### config.mk
export PLATFORM = sky130hd
export DESIGN_NAME = apb_rr_arbiter
export DESIGN_NICKNAME = d
export VERILOG_FILES = /design/src/rtl/apb_arb_pkg.sv /design/src/rtl/apb_arb_timeout.sv /design/src/rtl/apb_rr_arbiter.sv
export SDC_FILE = /design/constraint.sdc
export NUM_CORES = 1
export LEC_CHECK = 0
export ABC_AREA = 1
export ABC_CLOCK_PERIOD_IN_PS = 1300
export BUFFER_PORTS_ARGS = -buffer_cell sky130_fd_sc_hd__buf_2
export CAP_MARGIN = 20
export CELL_PAD_IN_SITES_DETAIL_PLACEMENT = 1
export CELL_PAD_IN_SITES_GLOBAL_PLACEMENT = 2
export CORE_MARGIN = 4
export CORE_UTILIZATION = 19
export CTS_BUF_LIST = sky130_fd_sc_hd__clkbuf_8
export CTS_CLUSTER_DIAMETER = 200
export DETAILED_ROUTE_END_ITERATION = 8
export HOLD_SLACK_MARGIN = 0.05
export PLACE_DENSITY = 0.8
export SYNTH_ARGS = -nofsm -noshare
export SYNTH_HDL_FRONTEND = slang
export SYNTH_HIERARCHICAL = 1
export SYNTH_SLANG_ARGS = --single-unit
### constraint.sdc
create_clock -name ACLK -period 1.3 [get_ports ACLK]
set_input_delay 0.195 -clock ACLK [delete_from_list [all_inputs] [get_ports ACLK]]
set_output_delay 0.195 -clock ACLK [all_outputs]
set_load 0.05 [all_outputs]
### src/rtl/apb_arb_pkg.sv
// Shared types and helpers for the two-master APB round-robin arbiter.
package apb_arb_pkg;

  // Shared-bus phase of the arbiter.
  typedef enum logic [1:0] {
    IDLE   = 2'd0,
    SETUP  = 2'd1,
    ACCESS = 2'd2
  } arb_state_e;

  localparam int unsigned NUM_MASTERS = 2;

  // Width of the access-timeout counter; one bit minimum so a disabled
  // timeout (0) still yields a legal vector width.
  function automatic int unsigned cnt_width(input int unsigned timeout);
    return (timeout == 0) ? 1 : $clog2(timeout + 1);
  endfunction

endpackage

### src/rtl/apb_arb_timeout.sv
// Access-phase watchdog: counts ACCESS cycles without PREADY and flags the
// cycle in which the TIMEOUT-th such cycle occurs. TIMEOUT = 0 disables it.
module apb_arb_timeout
  import apb_arb_pkg::*;
#(
  parameter int unsigned TIMEOUT = 16
) (
  input  logic clk,
  input  logic rst_n,
  input  logic clr_i,      // clear (held during SETUP)
  input  logic en_i,       // ACCESS cycle with PREADY low
  output logic expired_o   // this waiting cycle is the TIMEOUT-th one
);

  localparam int unsigned CW = cnt_width(TIMEOUT);

  generate
    if (TIMEOUT == 0) begin : g_disabled
      logic unused_tmo;
      assign unused_tmo = ^{clk, rst_n, clr_i, en_i};
      assign expired_o  = 1'b0;
    end else begin : g_enabled
      localparam logic [CW-1:0] LAST_CNT = CW'(TIMEOUT - 1);

      logic [CW-1:0] cnt_q, cnt_d;

      // Next count: clear wins, otherwise count waiting cycles and saturate.
      always_comb begin
        // NOTE: assign a default before any branch so every path drives cnt_d and no latch is inferred.
        cnt_d = cnt_q;
        if (clr_i) begin
          cnt_d = '0;
        end else if (en_i && (cnt_q != LAST_CNT)) begin
          cnt_d = cnt_q + CW'(1);
        end
      end

      // Counter register.
      always_ff @(posedge clk or negedge rst_n) begin
        // NOTE: non-blocking (<=) in clocked blocks so every flop samples pre-edge values.
        if (!rst_n) begin
          cnt_q <= '0;
        end else begin
          cnt_q <= cnt_d;
        end
      end

      // cnt_q counts earlier waiting cycles, so LAST_CNT marks the TIMEOUT-th.
      assign expired_o = en_i && (cnt_q == LAST_CNT);
    end
  endgenerate

endmodule

### src/rtl/apb_rr_arbiter.sv
// Two-master round-robin arbiter sharing one APB target bus. The winner's
// request is latched at grant; responses are routed only to the granted master.
module apb_rr_arbiter
  import apb_arb_pkg::*;
#(
  parameter int unsigned ADDR_WIDTH = 32,
  parameter int unsigned DATA_WIDTH = 32,
  parameter int unsigned TIMEOUT    = 16
) (
  input  logic                    ACLK,
  input  logic                    ARESET,
  // master 0
  input  logic                    M0_PSEL,
  input  logic                    M0_PENABLE,
  input  logic                    M0_PWRITE,
  input  logic [ADDR_WIDTH-1:0]   M0_PADDR,
  input  logic [DATA_WIDTH-1:0]   M0_PWDATA,
  input  logic [DATA_WIDTH/8-1:0] M0_PWSTRB,
  output logic                    M0_PREADY,
  output logic [DATA_WIDTH-1:0]   M0_PRDATA,
  output logic                    M0_PSLVERR,
  // master 1
  input  logic                    M1_PSEL,
  input  logic                    M1_PENABLE,
  input  logic                    M1_PWRITE,
  input  logic [ADDR_WIDTH-1:0]   M1_PADDR,
  input  logic [DATA_WIDTH-1:0]   M1_PWDATA,
  input  logic [DATA_WIDTH/8-1:0] M1_PWSTRB,
  output logic                    M1_PREADY,
  output logic [DATA_WIDTH-1:0]   M1_PRDATA,
  output logic                    M1_PSLVERR,
  // shared target bus
  output logic                    PSEL,
  output logic                    PENABLE,
  output logic                    PWRITE,
  output logic [ADDR_WIDTH-1:0]   PADDR,
  output logic [DATA_WIDTH-1:0]   PWDATA,
  output logic [DATA_WIDTH/8-1:0] PWSTRB,
  input  logic                    PREADY,
  input  logic [DATA_WIDTH-1:0]   PRDATA,
  input  logic                    PSLVERR,
  output logic                    GNT
);

  localparam int unsigned STRB_WIDTH = DATA_WIDTH / 8;

  typedef struct packed {
    logic                  pwrite;
    logic [ADDR_WIDTH-1:0] paddr;
    logic [DATA_WIDTH-1:0] pwdata;
    logic [STRB_WIDTH-1:0] pwstrb;
  } apb_req_t;

  arb_state_e            state_q, state_d;
  apb_req_t              req_q, req_d;
  apb_req_t              m0_req, m1_req;
  logic                  gnt_q, gnt_d;
  logic                  last_q, last_d;
  logic                  winner;
  logic [1:0]            req_vec;
  logic                  done;        // target completed this ACCESS cycle
  logic                  tmo_done;    // watchdog forced completion
  logic                  complete;
  logic                  expired;
  logic [DATA_WIDTH-1:0] rsp_rdata;
  logic                  rsp_err;

  // Master-side PENABLE carries no information the arbiter needs.
  logic unused_penable;
  assign unused_penable = M0_PENABLE ^ M1_PENABLE;

  assign m0_req  = '{pwrite: M0_PWRITE, paddr: M0_PADDR, pwdata: M0_PWDATA, pwstrb: M0_PWSTRB};
  assign m1_req  = '{pwrite: M1_PWRITE, paddr: M1_PADDR, pwdata: M1_PWDATA, pwstrb: M1_PWSTRB};
  assign req_vec = {M1_PSEL, M0_PSEL};

  // A target PREADY wins over a coinciding timeout.
  assign done     = (state_q == ACCESS) && PREADY;
  assign tmo_done = (state_q == ACCESS) && expired;
  assign complete = done || tmo_done;

  apb_arb_timeout #(
    .TIMEOUT (TIMEOUT)
  ) u_timeout (
    .clk       (ACLK),
    .rst_n     (ARESET),
    .clr_i     (state_q == SETUP),
    .en_i      ((state_q == ACCESS) && !PREADY),
    .expired_o (expired)
  );

  // Next state: arbitrate in IDLE, walk SETUP -> ACCESS, release on completion.
  always_comb begin
    state_d = state_q;
    req_d   = req_q;
    gnt_d   = gnt_q;
    last_d  = last_q;
    winner  = 1'b0;
    unique case (state_q)
      IDLE: begin
        if (req_vec != 2'b00) begin
          // On a tie the master not served last wins; otherwise the sole requester.
          winner  = (req_vec == 2'b11) ? ~last_q : req_vec[1];
          gnt_d   = winner;
          req_d   = winner ? m1_req : m0_req;
          state_d = SETUP;
        end
      end
      SETUP: begin
        state_d = ACCESS;
      end
      ACCESS: begin
        if (complete) begin
          last_d  = gnt_q;
          state_d = IDLE;
        end
      end
      default: begin
        state_d = IDLE;
      end
    endcase
  end

  // State, grant, round-robin pointer and latched request registers.
  always_ff @(posedge ACLK or negedge ARESET) begin
    if (!ARESET) begin
      state_q <= IDLE;
      req_q   <= '0;
      gnt_q   <= 1'b0;
      last_q  <= 1'b1;   // master 0 wins the first tie
    end else begin
      state_q <= state_d;
      req_q   <= req_d;
      gnt_q   <= gnt_d;
      last_q  <= last_d;
    end
  end

  // Shared bus: control from the phase, payload from the latched request.
  assign PSEL    = (state_q != IDLE);
  assign PENABLE = (state_q == ACCESS);
  assign PWRITE  = req_q.pwrite;
  assign PADDR   = req_q.paddr;
  assign PWDATA  = req_q.pwdata;
  assign PWSTRB  = req_q.pwstrb;
  assign GNT     = gnt_q;

  // Completion payload: target pass-through, or a zero-data error on timeout.
  assign rsp_rdata = done ? PRDATA : '0;
  assign rsp_err   = done ? PSLVERR : tmo_done;

  // Only the granted master ever sees a response; the other waits.
  assign M0_PREADY  = complete && !gnt_q;
  assign M0_PRDATA  = gnt_q ? '0 : rsp_rdata;
  assign M0_PSLVERR = !gnt_q && rsp_err;
  assign M1_PREADY  = complete && gnt_q;
  assign M1_PRDATA  = gnt_q ? rsp_rdata : '0;
  assign M1_PSLVERR = gnt_q && rsp_err;

endmodule

**Word-level counts from Yosys, hierarchy flattened**

Index checks and enable logic that the tools add are counted.

- Bitwise logic cells: 1
- Multipliers: 0
- Equal/unequal tests: 7
- Add/subtract/negate cells: 1
- Multiplexer cells: 11
- Magnitude comparators: 0
- Shifts and indexed selects: 0
- Divide/modulo/power cells: 0
- Reductions and logical operators: 19

Operator list:

| operator | number |
|---|---|
| $mux W32 | 3 |
| $mux W69 | 1 |
| $mux W5 | 2 |
| $logic_and A1 B1 Y1 | 9 |
| $pmux W2 S3 | 1 |
| $reduce_and A2 Y1 | 3 |
| $reduce_bool A2 Y1 | 3 |
| $add A5 B1 Y5 const B | 1 |
| $eq A5 B4 Y1 const B | 1 |
| $ne A5 B4 Y1 const B | 1 |
| $eq A2 B2 Y1 const B | 2 |
| $mux W2 | 2 |
| $eq A2 B1 Y1 const B | 1 |
| $logic_not A1 Y1 | 2 |
| $logic_not A2 Y1 | 1 |
| $mux W1 | 2 |
| $ne A2 B1 Y1 const B | 1 |
| $ne A2 B2 Y1 const B | 1 |
| $logic_or A1 B1 Y1 | 1 |
| $not A1 Y1 | 1 |

- Register bits after elaboration: 78
- Bits in writable memories: 0
- Word-level logic and storage cells: 47
- Memories kept: 0
- Bits in read-only memories: 0
- Latch bits: 0

**Longest topological paths before layout**

Gate-level depths: netlist of the first run.

- Word-level depth: 7
- Mapped depth: 11
- Gate-level depth less buffers: 11

**Modules after synthesis**

Netlist of the first run, hierarchy kept.

Modules (own cells, without submodules):

| module | times used | area each (µm²) | cells an instance | sequential area each (µm²) |
|---|---|---|---|---|
| apb_rr_arbiter | 1 | 4615.7 | 731 | 1828.0 |
| apb_arb_timeout | 1 | 275.3 | 38 | 125.1 |

**Worst setup path after synthesis of the first run**

No wires, ideal clock.

- Path type: reg2out
- From: register gnt_q, in the netlist GNT
- To: output M1_PRDATA[10]
- Cell stages (with the launch flop): 5
- Setup slack: -1172 ps
- Required time: 1105 ps
- Arrival time: 2277 ps
- Cell sequence: dfrtp_1 > buf_2 > inv_1 > clkbuf_1 > nor3_1

- Word-level cells in the longest chain between the ends: 1

RTL lines:

| element | RTL line | RTL |
|---|---|---|
| start, declared | apb_rr_arbiter.sv:57 | `logic gnt_q, gnt_d;` |
| start signal, assigned | apb_rr_arbiter.sv:133 | `gnt_q <= gnt_d;` |
| $mux W32 | apb_rr_arbiter.sv:156 | `assign M1_PRDATA = gnt_q ? rsp_rdata : '0;` |
| end, declared | apb_rr_arbiter.sv:30 | `output logic [DATA_WIDTH-1:0] M1_PRDATA,` |

Every way passes these cells.

**Worst setup path in the final report of the first run**

- From: register u_timeout.g_enabled.cnt_q[1]
- To: output M0_PSLVERR

- Word-level cells in the longest chain between the ends: 5

RTL lines:

| element | RTL line | RTL |
|---|---|---|
| start, declared | apb_arb_timeout.sv:25 | `logic [CW-1:0] cnt_q, cnt_d;` |
| start signal, assigned | apb_arb_timeout.sv:44 | `cnt_q <= cnt_d;` |
| $eq A5 B4 Y1 | apb_arb_timeout.sv:49 | `assign expired_o = en_i && (cnt_q == LAST_CNT);` |
| $logic_and A1 B1 Y1 | apb_arb_timeout.sv:49 |  |
| named net expired | apb_rr_arbiter.sv:64 | `logic expired;` |
| $logic_and A1 B1 Y1 | apb_rr_arbiter.sv:78 | `assign tmo_done = (state_q == ACCESS) && expired;` |
| $mux W1 | apb_rr_arbiter.sv:149 | `assign rsp_err = done ? PSLVERR : tmo_done;` |
| $logic_and A1 B1 Y1 | apb_rr_arbiter.sv:154 | `assign M0_PSLVERR = !gnt_q && rsp_err;` |
| end, declared | apb_rr_arbiter.sv:21 | `output logic M0_PSLVERR,` |

The timed path passes the listed nets, and every way through them passes these cells.

==> results of run 1 <==
-- registers in the layout, indices dropped and copies added (netlist names) --
signal	count
GNT	1
state_q	2
u_timeout/g_enabled.cnt_q	5
PADDR	32
PWRITE	1
PWDATA	32
PWSTRB	4
last_q	1
-- path summary, 6_finish.rpt --
path                       cells after the start  slack (ps)                         start         end
max reg2reg                                   13        -530  u_timeout/g_enabled.cnt_q[1]  state_q[1]
max in group asynchronous                      3         500                        ARESET      last_q
max                                           11        -890  u_timeout/g_enabled.cnt_q[1]  M0_PSLVERR
min                                            5         140                  M0_PADDR[18]   PADDR[18]
min in group asynchronous                      3         400                        ARESET  PWDATA[18]
min reg2reg                                    2         480                    PWDATA[15]  PWDATA[15]
-- routing by layer --
metal | vias to the layer above | share of wire, %
met2 | 245 | 51
met3 | 17 | 7.0
met1 | 3091 | 41
met5 | - | 0
li1 | 3121 | -
met4 | 0 | 1.3
-- through the flow --
stage / cells / setup slack [ps]
after global placement: 1424 / -579
after global routing: 1501 / -996
final: 1501 / -894
after detailed placement: 1424 / -641
after floorplan: 769 / -877
after CTS: 1491 / -866
-- where the power goes --
group,total [mW],switching [mW],internal [mW]
Clock,2.27,1.01,1.27
Combinational,18.7,11.7,7.00
Sequential,4.58,0.921,3.66
-- synthesized netlist by cell type --
master,instances,share of area [%]
nand2_1,228,17
inv_1,180,14
nand3_1,140,14
dfrtp_1,77,39
nor3_1,66,6.8
buf_2,33,3.4
clkbuf_1,16,1.2
nor2_1,14,1.1
nand2_2,3,0.38
a21oi_1,2,0.20
ha_1,2,0.51
inv_2,2,0.15
o21ai_0,2,0.20
dfstp_2,1,0.54
nor2_2,1,0.13
nor2_4,1,0.23
o21ai_2,1,0.18
-- repair_timing --
action | 4_1_cts | 5_1_grt
endpoints found under the setup margin | 147 | 149
setup buffers | 29 | 18
resized for setup | 246 | 178
pin swaps | 16 | 113
gates cloned | 25 | 1
hold buffers | 1 | 0
hold endpoints to repair | 77 | 0
-- area by class of cell --
type / count / area, um^2
clock buffers: 9 / 124
clock inverters: 6 / 111
fillers: 2996 / 14600
inverters: 182 / 693
multi-input cells: 460 / 3520
flip-flops and latches: 78 / 1960
well taps: 330 / 413
repair buffers: 436 / 3850
-- tightest hold or removal path: stages --
cell and delay, ps:
buf_2 70, inv_1 30, nand2_1 60, nand3_2 60
nand2_1 60
-- cells by family (layout without fill, tap and decap cells) --
| group | after synthesis | after routing | share of synthesized area (%) |
|---|---|---|---|
| adder cells (fa/ha/maj) | 2 | 2 | 0.512 |
| AO/OA/AOI/OAI | 5 | 5 | 0.588 |
| buffers and inverters | 231 | 633 | 18.6 |
| AND/OR/NAND/NOR | 453 | 453 | 40.4 |
| flip-flops | 78 | 78 | 39.9 |
==> impl_metrics.json, run 1 <==
{
  "status": "finished with violations",
  "violations": "setup timing",
  "drtIter0Drc": 206,
  "core_mm2": 0.0253,
  "netlist_instances": 769,
  "path_clk_slew_ps": 100,
  "hold_class": "in -> reg",
  "syn_to_final_growth_pct": 118,
  "grt_first_pass_wirelength_um": 41200,
  "cpPeakStageDelay_ps": 360,
  "cp_max_fo": 3,
  "path_delay_family": "simple AND/OR/NAND/NOR gates",
  "startpoint_type": "flop",
  "syn_area_per_cell_um2": 6.36,
  "synth_cell_types": 17,
  "clock.fmax_mhz": 456,
  "grt_pass1_vias": 6977,
  "critPathRequiredTime_ps": 1110,
  "final_cell_mix": "buf_2 (228), inv_1 (176), nand2_1 (155)",
  "num_antenna_cells": 0,
  "max_slew_margin_pct": 68.8,
  "drv_slew": 0,
  "dieArea_mm2": 0.0284,
  "hpwl_um": 16600,
  "synth_nets": 949,
  "met3_usage_pct": 4.44,
  "period_needed_ps": 2190,
  "peakVddDrop_uv": 1300,
  "ys_ff_latch": 78,
  "grt_use_total_pct": 18.6,
  "clock_sinks": 78,
  "cpMaxStageDelayCell": "dfrtp_1",
  "cp_cell_sequence": "ha_2 -> nand2_2 -> nor2_2 -> ha_2 -> nand2_1 -> inv_1 -> inv_1 -> nand2_2 -> nand2_2 -> nor3_4 -> buf_6",
  "p_leak_nw": 5.87,
  "routed_wl_um": 27100,
  "finalHoldViolCount": 0,
  "fin_nets": 1347,
  "viasPerCell": 4.31,
  "start_util_pct": 19.4,
  "fin_skew_ps": 16.9,
  "ios": 318,
  "wl_per_cell_um": 18.1,
  "critPathBufInv": 3,
  "grtUsageMet1_pct": 22.9,
  "antenna_left": 0,
  "grt.met2_usage_pct": 32.6,
  "finalSetupViolations": 149,
  "final_core_util_pct": 42.3,
  "rsz0062_at_grt": "yes",
  "mostFrequentLayoutCell": "buf_2",
  "power.total_mw": 25.5,
  "ys_warn_count": 6,
  "gp_congestion": 0.810,
  "cp.arrival_ps": 2000,
  "insertion_delay_ps": 370,
  "critical_path_class": "reg -> out",
  "clockBufferDepth": 2,
  "drive_above_1_share_pct": 57.4,
  "cts-root-buf": "clkbuf_8",
  "die_h_um": 168,
  "fin_tns_setup_ps": -53330,
  "synth_area_mm2": 0.00489,
  "pwr_density_cell_mw_per_mm2": 2390,
  "drc": 0,
  "finalCritPeriodShare_pct": 169,
  "layout_setup_ws_ps": -894,
  "grt_max_degree": 79,
  "io_buffers": 315,
  "cap_viol_max_count": 0,
  "hold_slack_ps": 139,
  "cpMostUsedCell": "nand2_2",
  "cts_tree": "done",
  "top_usage_layer": "met2",
  "grt_overflow": 0,
  "cts_max_level": 3,
  "rows": 58,
  "endpoint_kind": "output pin",
  "numCtsBuffers": 9,
  "die_x_um": 168,
  "ys_seq_area_share_pct": 39.9,
  "vias": 6474,
  "place_area_mm2": 0.00808,
  "firstDrtPassIters": 4,
  "worstMarginPinSlew_ps": 468,
  "final_area_mm2": 0.0107,
  "antenna_found_initial": 0
}
Note: power is estimated with default switching activity, not from simulation.
==> run 2, diff against run 1 <==
CAP_MARGIN = unset   (was 20)
SKIP_LAST_GASP = 1   (was unset)
==> impl_metrics.json, run 2 (synthesized netlist as in run 1, its figures left out) <==
{
  "finalHoldViolCount": 0,
  "hold_class": "in -> reg",
  "startpoint_type": "flop",
  "ios": 318,
  "insertion_delay_ps": 360,
  "final_area_mm2": 0.0106,
  "path_delay_family": "simple AND/OR/NAND/NOR gates",
  "cts_tree": "done",
  "wl_per_cell_um": 18.0,
  "core_mm2": 0.0253,
  "dp.cells": 1424,
  "rsz0062_at_grt": "yes",
  "final_cell_mix": "buf_2 (243), inv_1 (176), nand2_1 (148)",
  "layout_setup_ws_ps": -860,
  "drv_slew": 0,
  "period_needed_ps": 2160,
  "path_clk_slew_ps": 90,
  "grt_use_total_pct": 18.6,
  "multi_input_area_mm2": 0.00344,
  "drive_above_1_share_pct": 56.9,
  "vias": 6468,
  "ff_latch_area_mm2": 0.00196,
  "drtIter0Drc": 230,
  "numCtsBuffers": 9,
  "dieArea_mm2": 0.0284,
  "clock_sinks": 78,
  "num_antenna_cells": 0,
  "rows": 58,
  "cp_max_fo": 3,
  "viasPerCell": 4.30,
  "die_x_um": 168,
  "gp_congestion": 0.810,
  "cp_cell_sequence": "ha_2 -> nand2_2 -> nor2_2 -> ha_2 -> nand2_1 -> inv_1 -> inv_1 -> nand2_2 -> buf_4 -> nand3_4 -> nor2_4 -> buf_6",
  "syn_to_final_growth_pct": 117,
  "firstDrtPassIters": 4,
  "hpwl_um": 16600,
  "max_slew_margin_pct": 68.8,
  "p_leak_nw": 5.85,
  "power.total_mw": 25.5,
  "critical_path_class": "reg -> out",
  "mostFrequentLayoutCell": "buf_2",
  "peakVddDrop_uv": 1230,
  "critPathRequiredTime_ps": 1110,
  "fillCellCount": 3014,
  "endpoint_kind": "output pin",
  "cts-root-buf": "clkbuf_8",
  "cpMaxStageDelayCell": "dfrtp_1",
  "finalSetupViolations": 149,
  "worstMarginPinSlew_ps": 468,
  "start_util_pct": 19.4,
  "status": "finished with violations",
  "fin_nets": 1349,
  "cpPeakStageDelay_ps": 370,
  "grt_pass1_vias": 6989,
  "fin_skew_ps": 17.9,
  "cp.arrival_ps": 1960,
  "hold_slack_ps": 133,
  "pwr_density_cell_mw_per_mm2": 2400,
  "cap_viol_max_count": 0,
  "final_core_util_pct": 42.0,
  "routed_wl_um": 27100,
  "clock.fmax_mhz": 463,
  "critPathBufInv": 4,
  "cts_max_level": 3,
  "place_area_mm2": 0.00808,
  "grt_max_degree": 79,
  "grt_first_pass_wirelength_um": 41200,
  "fin_tns_setup_ps": -52420,
  "clockBufferDepth": 2,
  "final_cells": 1503,
  "antenna_left": 0,
  "die_h_um": 168,
  "finalCritPeriodShare_pct": 166,
  "grt_overflow": 0,
  "dp_slack_ps": -641,
  "drc": 0,
  "antenna_found_initial": 0,
  "violations": "setup timing",
  "io_buffers": 315
}
[run 2: per-layer routing]
layer | global-route usage [%] | routed length [um]
met1 | 23.1 | 11100
met2 | 32.7 | 13600
met3 | 4.51 | 2050
met4 | 4.27 | 373
met5 | 0 | 0
[run 2: path summary, 6_finish.rpt]
check / end / slack [ps] / depth (start not counted) / startpoint
setup / recovery: M1_PSLVERR / -860 / 12 / u_timeout/g_enabled.cnt_q[0]
hold / removal: PWDATA[16] / 130 / 5 / M0_PWDATA[16]
setup reg to reg: state_q[1] / -490 / 13 / u_timeout/g_enabled.cnt_q[0]
hold reg to reg: PWDATA[8] / 470 / 2 / PWDATA[8]
max in group asynchronous: GNT / 500 / 3 / ARESET
min in group asynchronous: PWDATA[18] / 390 / 3 / ARESET
[run 2: where the power goes]
part           leakage (nW)  switching (mW)  total (mW)  internal [mW]
clock network         0.115            1.01        2.28           1.27
registers             0.950           0.902        4.56           3.66
logic                  4.79            11.6        18.6           6.99
[run 2: what timing repair did]
| action | in CTS | in global routing |
|---|---|---|
| resized for setup | 231 | 167 |
| gates cloned | 25 | 2 |
| hold buffers | 1 | 0 |
| endpoints found under the setup margin | 147 | 149 |
| setup buffers | 29 | 19 |
| pin swaps | 16 | 101 |
| hold endpoints to repair | 77 | 0 |
[run 2: tightest hold or removal path, delay by kind of cell]
family | cells | cell delay, ps
buffers and inverters | 2 | 110
AND/OR/NAND/NOR | 3 | 170
[run 2: final cells by class]
type	instances	area share [%]
Timing Repair Buffer	438	36.4
Multi-Input combinational cell	460	32.5
Sequential cell	78	18.5
Inverter	182	6.54
Tap cell	330	3.90
Clock buffer	9	1.17
Clock inverter	6	1.05
==> run 3, diff against run 2 <==
ABC_CLOCK_PERIOD_IN_PS = 2050   (was 1300)
CORE_UTILIZATION = 21   (was 19)
PLACE_DENSITY = 0.84   (was 0.8)
clock period = 2.05 ns   (was 1.3 ns; I/O delays follow)
==> impl_metrics.json, run 3 (synthesized netlist as in run 1, its figures left out) <==
{
  "clock.fmax_mhz": 455,
  "grt_overflow": 0,
  "layout_setup_ws_ps": -147,
  "power.total_mw": 11.9,
  "hold_class": "in -> reg",
  "dp.cells": 1371,
  "syn_to_final_growth_pct": 64.6,
  "grt_use_total_pct": 16.4,
  "period_needed_ps": 2200,
  "intPower_mw": 4.96,
  "cp_max_fo": 3,
  "p_switching_mw": 6.94,
  "cp_cell_sequence": "ha_2 -> nand2_2 -> nor2_2 -> ha_2 -> nand2_1 -> inv_1 -> inv_2 -> nand2_4 -> nand2_4 -> nor3_4 -> buf_6",
  "dieArea_mm2": 0.0258,
  "p_leak_nw": 4.87,
  "final_cell_mix": "buf_2 (251), nand2_1 (223), inv_1 (177)",
  "antenna_left": 0,
  "finalHoldViolCount": 0,
  "rows": 55,
  "clockBufferDepth": 2,
  "fillCellCount": 2925,
  "cpMaxStageDelayCell": "dfrtp_1",
  "clkPwrFrac_pct": 11.0,
  "viasPerCell": 4.24,
  "ios": 318,
  "mostFrequentLayoutCell": "buf_2",
  "rsz0062_at_grt": "yes",
  "critPathRequiredTime_ps": 1740,
  "ff_latch_area_mm2": 0.00196,
  "drtIter0Drc": 189,
  "hpwl_um": 15700,
  "cts-root-buf": "clkbuf_8",
  "cp.arrival_ps": 1890,
  "grt_first_pass_wirelength_um": 34000,
  "antenna_found_initial": 7,
  "multi_input_area_mm2": 0.00249,
  "cts_tree": "done",
  "grt_max_degree": 70,
  "pwr-share-comb_pct": 66.0,
  "numCtsBuffers": 9,
  "start_util_pct": 21.5,
  "firstDrtPassIters": 4,
  "status": "finished with violations",
  "critical_path_class": "reg -> out",
  "grt_pass1_vias": 6236,
  "path_delay_family": "simple AND/OR/NAND/NOR gates",
  "core_mm2": 0.0228,
  "finalCritPeriodShare_pct": 107,
  "drc": 0,
  "endpoint_kind": "output pin",
  "gp_congestion": 0.757,
  "finalSetupViolations": 8,
  "power.share.sequential_pct": 23.0,
  "pwr_density_cell_mw_per_mm2": 1480,
  "max_slew_margin_pct": 61.9,
  "fin_nets": 1265,
  "rrSetupSlack_ps": 400,
  "io_buffers": 315,
  "insertion_delay_ps": 370,
  "drive_above_1_share_pct": 39.6,
  "swShare_pct": 58.3,
  "routed_wl_um": 22000,
  "fin_skew_ps": 8.47,
  "violations": "setup timing",
  "path_clk_slew_ps": 100,
  "worstMarginPinSlew_ps": 571,
  "cap_viol_max_count": 0,
  "die_x_um": 161,
  "num_antenna_cells": 0,
  "clock_sinks": 78,
  "hold_slack_ps": 221,
  "vias": 5947,
  "final_cells": 1403,
  "cts_max_level": 3,
  "cpPeakStageDelay_ps": 360,
  "wl_per_cell_um": 15.6,
  "startpoint_type": "flop",
  "die_h_um": 161,
  "drv_slew": 0,
  "critPathBufInv": 3,
  "peakVddDrop_uv": 721
}
run 3: cell count changes in the layout (fill, tap and decap cells not counted), moves of 30 or more:
| cell | delta |
|---|---|
| buf_6 | -50 |
| nor3_4 | -30 |
| nand3_1 | +45 |
| nand2_1 | +75 |
| nand3_2 | -38 |
| nand2_2 | -49 |
run 3: what timing repair did:
item | 4_1_cts | 5_1_grt
hold buffers | 1 | 0
resized for setup | 64 | 88
setup buffers | 9 | 5
hold endpoints to repair | 32 | 0
pin swaps | 9 | 8
cloned | 0 | 1
endpoints found under the setup margin | 65 | 62
run 3: routing by layer:
metal / global-route usage, % / part of all wire [%]
met5: 0 / 0.56
met1: 18.3 / 39
met3: 6.21 / 8.9
met2: 29.3 / 50
met4: 4.30 / 1.5
run 3: path summary, 6_finish.rpt:
path                                                    from  depth (start not counted)         end
worst min register to register                    PWDATA[28]                          2  PWDATA[28]
min in group asynchronous                             ARESET                          2  PWDATA[21]
worst max register to register  u_timeout/g_enabled.cnt_q[0]                         13  state_q[1]
worst min-delay path                            M0_PADDR[23]                          5   PADDR[23]
worst max-delay path            u_timeout/g_enabled.cnt_q[0]                         11  M0_PSLVERR
max in group asynchronous                             ARESET                          3   PADDR[15]
run 3: area by class of cell:
class | count | area share, %
clock buffers | 10 | 1.71
clock inverters | 6 | 0.933
inverters | 182 | 8.49
multi-input cells | 460 | 30.9
flip-flops and latches | 78 | 24.3
well taps | 313 | 4.86
repair buffers | 354 | 28.8
run 3: worst min-delay path: cells and delay by family:
family                 cells  cell delay, ps
AND/OR/NAND/NOR            3             160
buffers and inverters      2             110
run 3: per-stage QoR:
| step | util, % | setup TNS (ps) | setup slack [ps] | instance area, um^2 |
|---|---|---|---|---|
| finish | 35.3 | -455 | -147 | 8050 |
| global route | 35.3 | -3640 | -267 | 8050 |
| CTS | 34.2 | -911 | -285 | 7780 |
| detailed placement | 32.0 | 0 | 1.54 | 7290 |
| global placement | 32.0 | 0 | 70.3 | 7290 |
| floorplan | - | -14160 | -432 | 5240 |
run 3: power groups by stage:
stage | registers [mW] | logic (mW) | clock network, mW
after floorplan | 5.15 | 2.95 | 0
after global placement | 2.77 | 7.42 | 0
after detailed placement | 2.78 | 7.51 | 0
after CTS | 2.74 | 7.81 | 1.39
after global routing | 2.85 | 8.47 | 1.45
final | 2.73 | 7.86 | 1.31
